===== config.mk =====
export PLATFORM = sky130hd
export DESIGN_NAME = uart_rx_core_flat
export DESIGN_NICKNAME = d
export VERILOG_FILES = /design/src/rtl/uart_pkg.sv /design/src/rtl/uart_rx_core_if.sv /design/src/rtl/uart_baud_nco.sv /design/src/rtl/uart_rx_core.sv /design/src/flat_wrapper.sv
export SDC_FILE = /design/constraint.sdc
export NUM_CORES = 1
export LEC_CHECK = 0
export ABC_AREA = 1
export CORE_AREA = 5 5 72 139
export DETAILED_ROUTE_END_ITERATION = 16
export DIE_AREA = 0 0 77 144
export HOLD_SLACK_MARGIN = 0.06
export PLACE_DENSITY_LB_ADDON = 0.1
export SLEW_MARGIN = 0
export SYNTH_ARGS = -nofsm -noshare
export SYNTH_HDL_FRONTEND = slang
export SYNTH_HIERARCHICAL = 1
export SYNTH_SLANG_ARGS = --single-unit

===== constraint.sdc =====
create_clock -name clk -period 4.03 [get_ports clk]
set_input_delay 1.0075 -clock clk [delete_from_list [all_inputs] [get_ports clk]]
set_output_delay 1.0075 -clock clk [all_outputs]
set_load 0.02 [all_outputs]

===== src/rtl/uart_pkg.sv =====
// Shared types, parity-mode constants and baud helper for the UART receive path.
// With UART_RX_BREAK_DET_EN defined the state enum also carries ST_BRK_WAIT.
package uart_pkg;

  localparam int PAR_NONE = 0;
  localparam int PAR_EVEN = 1;
  localparam int PAR_ODD  = 2;

  typedef enum logic [2:0] {
    ST_IDLE,
    ST_START,
    ST_DATA,
    ST_PARITY,
    ST_STOP
`ifdef UART_RX_BREAK_DET_EN
    , ST_BRK_WAIT
`endif
  } uart_state_t;

  // Rounded NCO increment giving oversample*baud ticks per second from f_clk.
  function automatic logic [15:0] baud_inc_calc(input longint f_clk, input longint baud,
                                                input longint oversample);
    longint num;
    num = (baud * oversample * 65536 + f_clk / 2) / f_clk;
    return num[15:0];
  endfunction

endpackage


===== src/rtl/uart_rx_core_if.sv =====
// Received-word stream: data word plus its status flags, valid/ready handshake.
interface uart_rx_core_if #(
  parameter int DATA_BITS = 8
);
  logic [DATA_BITS-1:0] m_data;
  logic                 m_valid;
  logic                 m_ready;
  logic                 frame_err;
  logic                 parity_err;

  modport master (output m_data, m_valid, frame_err, parity_err, input m_ready);
  modport slave  (input m_data, m_valid, frame_err, parity_err, output m_ready);
endinterface


===== src/rtl/uart_baud_nco.sv =====
// Phase-accumulator baud generator; the registered carry-out is the oversample tick.
module uart_baud_nco
  import uart_pkg::*;
(
  input  logic        clk,
  input  logic        rst_n,
  input  logic [15:0] baud_inc,
  output logic        tick
);

  logic [15:0] acc;
  logic [16:0] sum;

  assign sum = {1'b0, acc} + {1'b0, baud_inc};

  always_ff @(posedge clk or negedge rst_n) begin
    if (!rst_n) begin
      acc  <= '0;
      tick <= 1'b0;
    end else begin
      acc  <= sum[15:0];
      tick <= sum[16];
    end
  end

endmodule


===== src/rtl/uart_rx_core.sv =====
// Oversampling UART receiver with majority-vote filter and valid/ready output.
// Optional break detection enabled by defining UART_RX_BREAK_DET_EN.
//
// state       | meaning
// ST_IDLE     | waiting for line high (arm), then a low sample (start)
// ST_START    | confirming start bit at mid-bit
// ST_DATA     | shifting in data bits, LSB first
// ST_PARITY   | capturing parity bit
// ST_STOP     | checking stop bit(s)
// ST_BRK_WAIT | break seen, waiting for line to return high
module uart_rx_core
  import uart_pkg::*;
#(
  parameter int DATA_BITS  = 8,
  parameter int PARITY     = 0,
  parameter int STOP_BITS  = 1,
  parameter int OVERSAMPLE = 16
) (
  input  logic                  clk,
  input  logic                  rst_n,
  input  logic                  rxd,
  input  logic [15:0]           baud_inc,
  uart_rx_core_if.master        m_if,
  output logic                  overrun,
  output logic                  break_det,
  output logic                  busy
);

  localparam int OS_W = $clog2(OVERSAMPLE);
  localparam logic [OS_W-1:0] START_SMP = OS_W'(OVERSAMPLE / 2 - 1);
  localparam logic [OS_W-1:0] BIT_SMP   = OS_W'(OVERSAMPLE - 1);
  localparam logic [3:0]      LAST_DATA = 4'(DATA_BITS - 1);
  localparam logic [3:0]      LAST_STOP = 4'(STOP_BITS - 1);

  logic tick;
  logic sync1, sync2, rx_bit;
  logic [2:0] maj_sr;

  uart_state_t state, state_nxt;
  logic [OS_W-1:0]      os_cnt, os_cnt_nxt;
  logic [3:0]           bit_cnt, bit_cnt_nxt;
  logic [DATA_BITS-1:0] shreg, shreg_nxt;
  logic pbit, pbit_nxt;
  logic ferr_acc, ferr_nxt;
  logic all_zero, zero_nxt;
  logic armed, armed_nxt;
  logic done_q, done_nxt;
  logic brk_nxt;
  logic sample;
  logic par_err_c;

  uart_baud_nco u_nco (
    .clk      (clk),
    .rst_n    (rst_n),
    .baud_inc (baud_inc),
    .tick     (tick)
  );

  always_ff @(posedge clk or negedge rst_n) begin
    if (!rst_n) begin
      sync1  <= 1'b1;
      sync2  <= 1'b1;
      maj_sr <= 3'b111;
      rx_bit <= 1'b1;
    end else begin
      sync1  <= rxd;
      sync2  <= sync1;
      if (tick) maj_sr <= {maj_sr[1:0], sync2};
      rx_bit <= (maj_sr[0] & maj_sr[1]) | (maj_sr[0] & maj_sr[2]) | (maj_sr[1] & maj_sr[2]);
    end
  end

  assign sample = tick && (os_cnt == ((state == ST_START) ? START_SMP : BIT_SMP));
  assign busy   = (state != ST_IDLE);

  always_comb begin
    state_nxt   = state;
    os_cnt_nxt  = os_cnt;
    bit_cnt_nxt = bit_cnt;
    shreg_nxt   = shreg;
    pbit_nxt    = pbit;
    ferr_nxt    = ferr_acc;
    zero_nxt    = all_zero;
    armed_nxt   = armed;
    done_nxt    = 1'b0;
    brk_nxt     = 1'b0;
    if (state != ST_IDLE && tick) os_cnt_nxt = sample ? '0 : os_cnt + 1'b1;
    case (state)
      ST_IDLE: begin
        if (rx_bit) armed_nxt = 1'b1;
        else if (armed && tick) begin
          state_nxt  = ST_START;
          os_cnt_nxt = '0;
          armed_nxt  = 1'b0;
        end
      end
      ST_START: begin
        if (sample) begin
          if (rx_bit) state_nxt = ST_IDLE;
          else begin
            state_nxt   = ST_DATA;
            bit_cnt_nxt = '0;
            zero_nxt    = 1'b1;
            ferr_nxt    = 1'b0;
          end
        end
      end
      ST_DATA: begin
        if (sample) begin
          shreg_nxt = {rx_bit, shreg[DATA_BITS-1:1]};
          if (rx_bit) zero_nxt = 1'b0;
          if (bit_cnt == LAST_DATA) begin
            bit_cnt_nxt = '0;
            state_nxt   = (PARITY != PAR_NONE) ? ST_PARITY : ST_STOP;
          end else begin
            bit_cnt_nxt = bit_cnt + 1'b1;
          end
        end
      end
      ST_PARITY: begin
        if (sample) begin
          pbit_nxt  = rx_bit;
          if (rx_bit) zero_nxt = 1'b0;
          state_nxt = ST_STOP;
        end
      end
      ST_STOP: begin
        if (sample) begin
          if (rx_bit) zero_nxt = 1'b0;
          else        ferr_nxt = 1'b1;
          if (bit_cnt == LAST_STOP) begin
            done_nxt  = 1'b1;
            state_nxt = ST_IDLE;
`ifdef UART_RX_BREAK_DET_EN
            if (zero_nxt) begin
              done_nxt  = 1'b0;
              brk_nxt   = 1'b1;
              state_nxt = ST_BRK_WAIT;
            end
`endif
          end else begin
            bit_cnt_nxt = bit_cnt + 1'b1;
          end
        end
      end
`ifdef UART_RX_BREAK_DET_EN
      ST_BRK_WAIT: begin
        if (rx_bit) state_nxt = ST_IDLE;
      end
`endif
      default: state_nxt = ST_IDLE;
    endcase
  end

  always_ff @(posedge clk or negedge rst_n) begin
    if (!rst_n) begin
      state    <= ST_IDLE;
      os_cnt   <= '0;
      bit_cnt  <= '0;
      shreg    <= '0;
      pbit     <= 1'b0;
      ferr_acc <= 1'b0;
      all_zero <= 1'b0;
      armed    <= 1'b0;
      done_q   <= 1'b0;
    end else begin
      state    <= state_nxt;
      os_cnt   <= os_cnt_nxt;
      bit_cnt  <= bit_cnt_nxt;
      shreg    <= shreg_nxt;
      pbit     <= pbit_nxt;
      ferr_acc <= ferr_nxt;
      all_zero <= zero_nxt;
      armed    <= armed_nxt;
      done_q   <= done_nxt;
    end
  end

  always_comb begin
    par_err_c = 1'b0;
    if (PARITY == PAR_EVEN)     par_err_c = (^shreg) ^ pbit;
    else if (PARITY == PAR_ODD) par_err_c = ~((^shreg) ^ pbit);
  end

  // A completed word is dropped rather than overwriting one the consumer has not taken.
  always_ff @(posedge clk or negedge rst_n) begin
    if (!rst_n) begin
      m_if.m_data     <= '0;
      m_if.m_valid    <= 1'b0;
      m_if.frame_err  <= 1'b0;
      m_if.parity_err <= 1'b0;
      overrun         <= 1'b0;
    end else begin
      overrun <= 1'b0;
      if (done_q) begin
        if (m_if.m_valid && !m_if.m_ready) begin
          overrun <= 1'b1;
        end else begin
          m_if.m_data     <= shreg;
          m_if.m_valid    <= 1'b1;
          m_if.frame_err  <= ferr_acc;
          m_if.parity_err <= par_err_c;
        end
      end else if (m_if.m_valid && m_if.m_ready) begin
        m_if.m_valid <= 1'b0;
      end
    end
  end

`ifdef UART_RX_BREAK_DET_EN
  always_ff @(posedge clk or negedge rst_n) begin
    if (!rst_n) break_det <= 1'b0;
    else        break_det <= brk_nxt;
  end
`else
  assign break_det = 1'b0;
`endif

endmodule


===== src/flat_wrapper.sv =====
// flat-port wrapper written by rule: the top's interface ports become plain ports
module uart_rx_core_flat import uart_pkg::*;
#(
  parameter int DATA_BITS  = 8,
  parameter int PARITY     = 0,
  parameter int STOP_BITS  = 1,
  parameter int OVERSAMPLE = 16
)
  (clk, rst_n, rxd, baud_inc, overrun, break_det, busy, m_if_m_data, m_if_m_valid, m_if_frame_err, m_if_parity_err, m_if_m_ready);
  uart_rx_core_if #(.DATA_BITS(DATA_BITS)) m_if_i ();
  input  logic clk;
  input  logic rst_n;
  input  logic rxd;
  input  logic [15:0] baud_inc;
  output logic overrun;
  output logic break_det;
  output logic busy;
  output wire logic [$bits(m_if_i.m_data)-1:0] m_if_m_data;
  output wire logic [$bits(m_if_i.m_valid)-1:0] m_if_m_valid;
  output wire logic [$bits(m_if_i.frame_err)-1:0] m_if_frame_err;
  output wire logic [$bits(m_if_i.parity_err)-1:0] m_if_parity_err;
  input wire logic [$bits(m_if_i.m_ready)-1:0] m_if_m_ready;
  assign m_if_m_data = m_if_i.m_data;
  assign m_if_m_valid = m_if_i.m_valid;
  assign m_if_frame_err = m_if_i.frame_err;
  assign m_if_parity_err = m_if_i.parity_err;
  assign m_if_i.m_ready = m_if_m_ready;
  uart_rx_core #(.DATA_BITS(DATA_BITS), .PARITY(PARITY), .STOP_BITS(STOP_BITS), .OVERSAMPLE(OVERSAMPLE)) u_core (.clk(clk), .rst_n(rst_n), .rxd(rxd), .baud_inc(baud_inc), .m_if(m_if_i), .overrun(overrun), .break_det(break_det), .busy(busy));
endmodule

==> key figures <==
Cells and area
  – Filler cell count in the final layout: 928
  – Nets: about 480
  – Area growth syn-to-layout: 17.7%
  – Share of cells above drive strength 1: a little over an eighth
  – Layout Utilization: 42.6%
  – # diodes: 0

Setup path
  – Required time of the worst setup path: between 3 and 4 ns
  – Reg2reg setup slack: around 2.3 ns
  – Arrival @ worst endpoint: 1.75 ns
  – Critical R2R Capture: u_core/u_nco/acc[10]$_DFF_PN0_
  – Worst setup path category: flip-flop to output pin
  – Worst Setup End Kind: output pin
  – RR Startpoint: u_core/u_nco/acc[0]$_DFF_PN0_
  – CP max FO: 5
  – CP startpoint kind: flip-flop
  – Reg2Reg Depth: 10

Clock tree
  – Worst-Skew Late Latency: 0.29 ns
  – Clock transition at the registers of the reported paths: 0.07 ns
  – Max H-tree Level: 2
  – Hold_buf cts: 0
  – Post CTS Setup Buffer Count: 0
  – Root Driver: clkbuf_16
  – CTS Buf Count: 5
  – Maximum clock path buffer count: 2
  – PostCTS Resize Cnt: 0
  – Clock Sinks: 56
  – TritonCTS clock tree: built

Placement
  – HPWL Detailed: ~5300 µm
  – Pre-CTS WS: 1.22 ns
  – GP Congestion: 0.799
  – Port Buf Inserts: 31

Route
  – Vias: 2,475
  – Antenna Nets Post-Route: 0
  – Detailed Route WL: between 6000 and 7000 µm
  – DRC errors left: 0
  – Vias/cell: 4.57
  – Number of detailed-route iterations in the first pass: 4
  – Routed WL per cell: 12.2 µm
  – Initial DRC count: 75

Synthesis
  – Synth async-reset ratio: 100%
  – Flops & latches, synth: 56
  – EDFF count, synth: 0
  – Syn Area/Cell: ~8 µm²
  – Mapped cell area: 3220 µm²
  – Most frequent cell after synthesis: nand2_1
  – Cells after synthesis: 402
  – Cell accounting for the most synthesized area: dfrtp_1
  – Top_reg_cell synth: dfrtp_1
  – Synth top area cells: dfrtp_1, nand2_1, ha_1
  – Seq/Total Area, Yosys: between 40% and 50%
  – Top post-synthesis cells by count: nand2_1, inv_1, dfrtp_1
  – Synth unique cells: 36
  – Area share of the largest cell type after synthesis: 38.9%
  – Synth warn: 6

Outcome
  – Outcome: complete, no violations

Timing
  – Final min period: 2.76 ns
  – Fin Hold WS: 0.363 ns
  – Fin Clk Skew: 0.00320 ns
  – Worst Tran Pin Value: 0.677 ns
  – Max Fclk: approximately 0.36 GHz
  – RSZ-0062 raised after global routing: no
  – Final period utilization: 68.5%
  – Max-slew violations: 0
  – Setup WS post-layout: 1.27 ns
  – Hold Fails Final Rpt: 0
  – Final-report setup violation count: 0
  – Setup tns final: 0 ns
  – Max-slew headroom: 54.9%

Hold path
  – Worst min path class: flip-flop to flip-flop
  – End of the worst hold path: u_core/sync2$_DFF_PN1_
  – Hold Path Origin: u_core/sync1$_DFF_PN1_
  – Hold Path Cell Cnt: 0

Floorplanning
  – Die width: 77 µm
  – Core ar.: between 8000 and 9000 µm²
  – Die Ht: 144 µm
  – Row cnt: 49
  – IO Pins: 34
  – Starting density of the core: between 30% and 40%
  – Die area: 11,100 µm²

Global routing
  – First-pass GRT wire length: 11,400 µm
  – Total routing usage reported by global routing: 12.8%
  – Grt ovf: 0
  – Largest net degree at the start of global routing: 30
  – Vias in the first global route: around 2,600
  – Initial antenna violation count: 0

Power and ir drop
  – Internal power: between 0.001 and 0.0015 W
  – Logic pwr share: 44.2%
  – Pwr/cell area: between 500 and 600 nW/µm²
  – Clock Power Share: 20.2%
  – Total power: between 0.002 and 0.0025 W
  – Sequential power share: between 30% and 40%
  – Switching Fraction: about 40%
  – Peak supply drop: 0.318 mV
  – LEAKAGE: 1.93 nW
  – Sw Pwr: 0.000893 W

Flow run
  – Max-cap violations: 0
-- area by class of cell --
| type | instances | area, µm² | share of cell area, % |
|---|---|---|---|
| Tap cell | 102 | 128 | 3.37 |
| Clock inverter | 2 | 15.0 | 0.397 |
| Sequential cell | 56 | 1410 | 37.2 |
| Timing Repair Buffer | 32 | 313 | 8.26 |
| Clock buffer | 6 | 139 | 3.67 |
| Multi-Input combinational cell | 274 | 1520 | 40.3 |
| Inverter | 69 | 259 | 6.84 |
-- per-stage QoR --
step / instances / area (µm²)
final: 541 / 3790
after global routing: 541 / 3790
after CTS: 541 / 3790
after global placement: 533 / 3630
after detailed placement: 533 / 3630
after floorplan: 403 / 3220
-- cell usage in the layout, fill, tap and decap left out, types with 2 or more instances in the layout --
cell / count
nand2_1: 132
or2_1: 3
nor2_4: 2
dfstp_2: 6
o21ai_2: 8
inv_1: 61
clkinvlp_4: 2
dfrtp_1: 50
nor2_2: 3
nand2_2: 11
nor2_1: 18
inv_2: 8
nor3_1: 2
nand3_1: 17
clkdlybuf4s50_1: 30
xor2_1: 8
nor3_2: 3
conb_1: 2
o21ai_0: 17
mux2_2: 2
a21oi_1: 10
ha_1: 19
nand3_2: 3
clkbuf_16: 5
nand3b_1: 2
nand4_1: 2
-- how the worst max path moves through the flow --
stage                           startpoint                        endpoint  slack (ns)  cells past startpoint
2_1_floorplan                  baud_inc[0]   u_core/u_nco/acc[8]$_DFF_PN0_        1.81                      8
3_5_place_dp                   baud_inc[0]  u_core/u_nco/acc[14]$_DFF_PN0_        1.22                     11
6_report       u_core/state[0]$_DFFE_PN0P_                            busy        1.27                      5
5_1_grt        u_core/state[0]$_DFFE_PN0P_                            busy        1.14                      5
4_1_cts        u_core/state[0]$_DFFE_PN0P_                            busy        1.25                      5
3_3_place_gp                   baud_inc[0]  u_core/u_nco/acc[14]$_DFF_PN0_        1.26                     11
-- critical path: stages, from the launching register on --
cell and delay (ns):
dfrtp_1 0.46, inv_2 0.11, nand2_1 0.06, nor2_2 0.16, inv_1 0.11, clkdlybuf4s50_1 0.55
-- flip-flops by register name, summed over array words and instances (netlist names), 3 cells and up --
signal	count
u_core/m_if.m_data	8
u_core/os_cnt	4
u_core/u_nco/acc	16
u_core/maj_sr	3
u_core/state	3
u_core/bit_cnt	4
u_core/shreg	8
-- per-layer routing --
layer	global-route usage, %	vias up	wire length, µm
li1	-	1308	-
met1	12.3	1131	2430
met2	26.3	28	3870
met3	2.06	8	188
met4	4.89	0	126
met5	0	-	0
-- power groups by stage --
stage                     sequential (W)  combinational (W)  clock [W]
after floorplan                 0.000776           0.000774          0
final                           0.000790           0.000984   0.000450
after CTS                       0.000792            0.00101   0.000472
after global placement          0.000800           0.000984          0
after detailed placement        0.000800            0.00101          0
after global routing            0.000803            0.00115   0.000493
-- logic make-up after synthesis --
group	share of synthesized area [%]
compound gates	7.27
xor+xnor	2.45
fa+ha+maj	8.01
buf+inv	8.98
flops	43.8
mux	0.700
other cells	0.117
simple gates	28.7
Note: power is estimated with default switching activity, not from simulation.
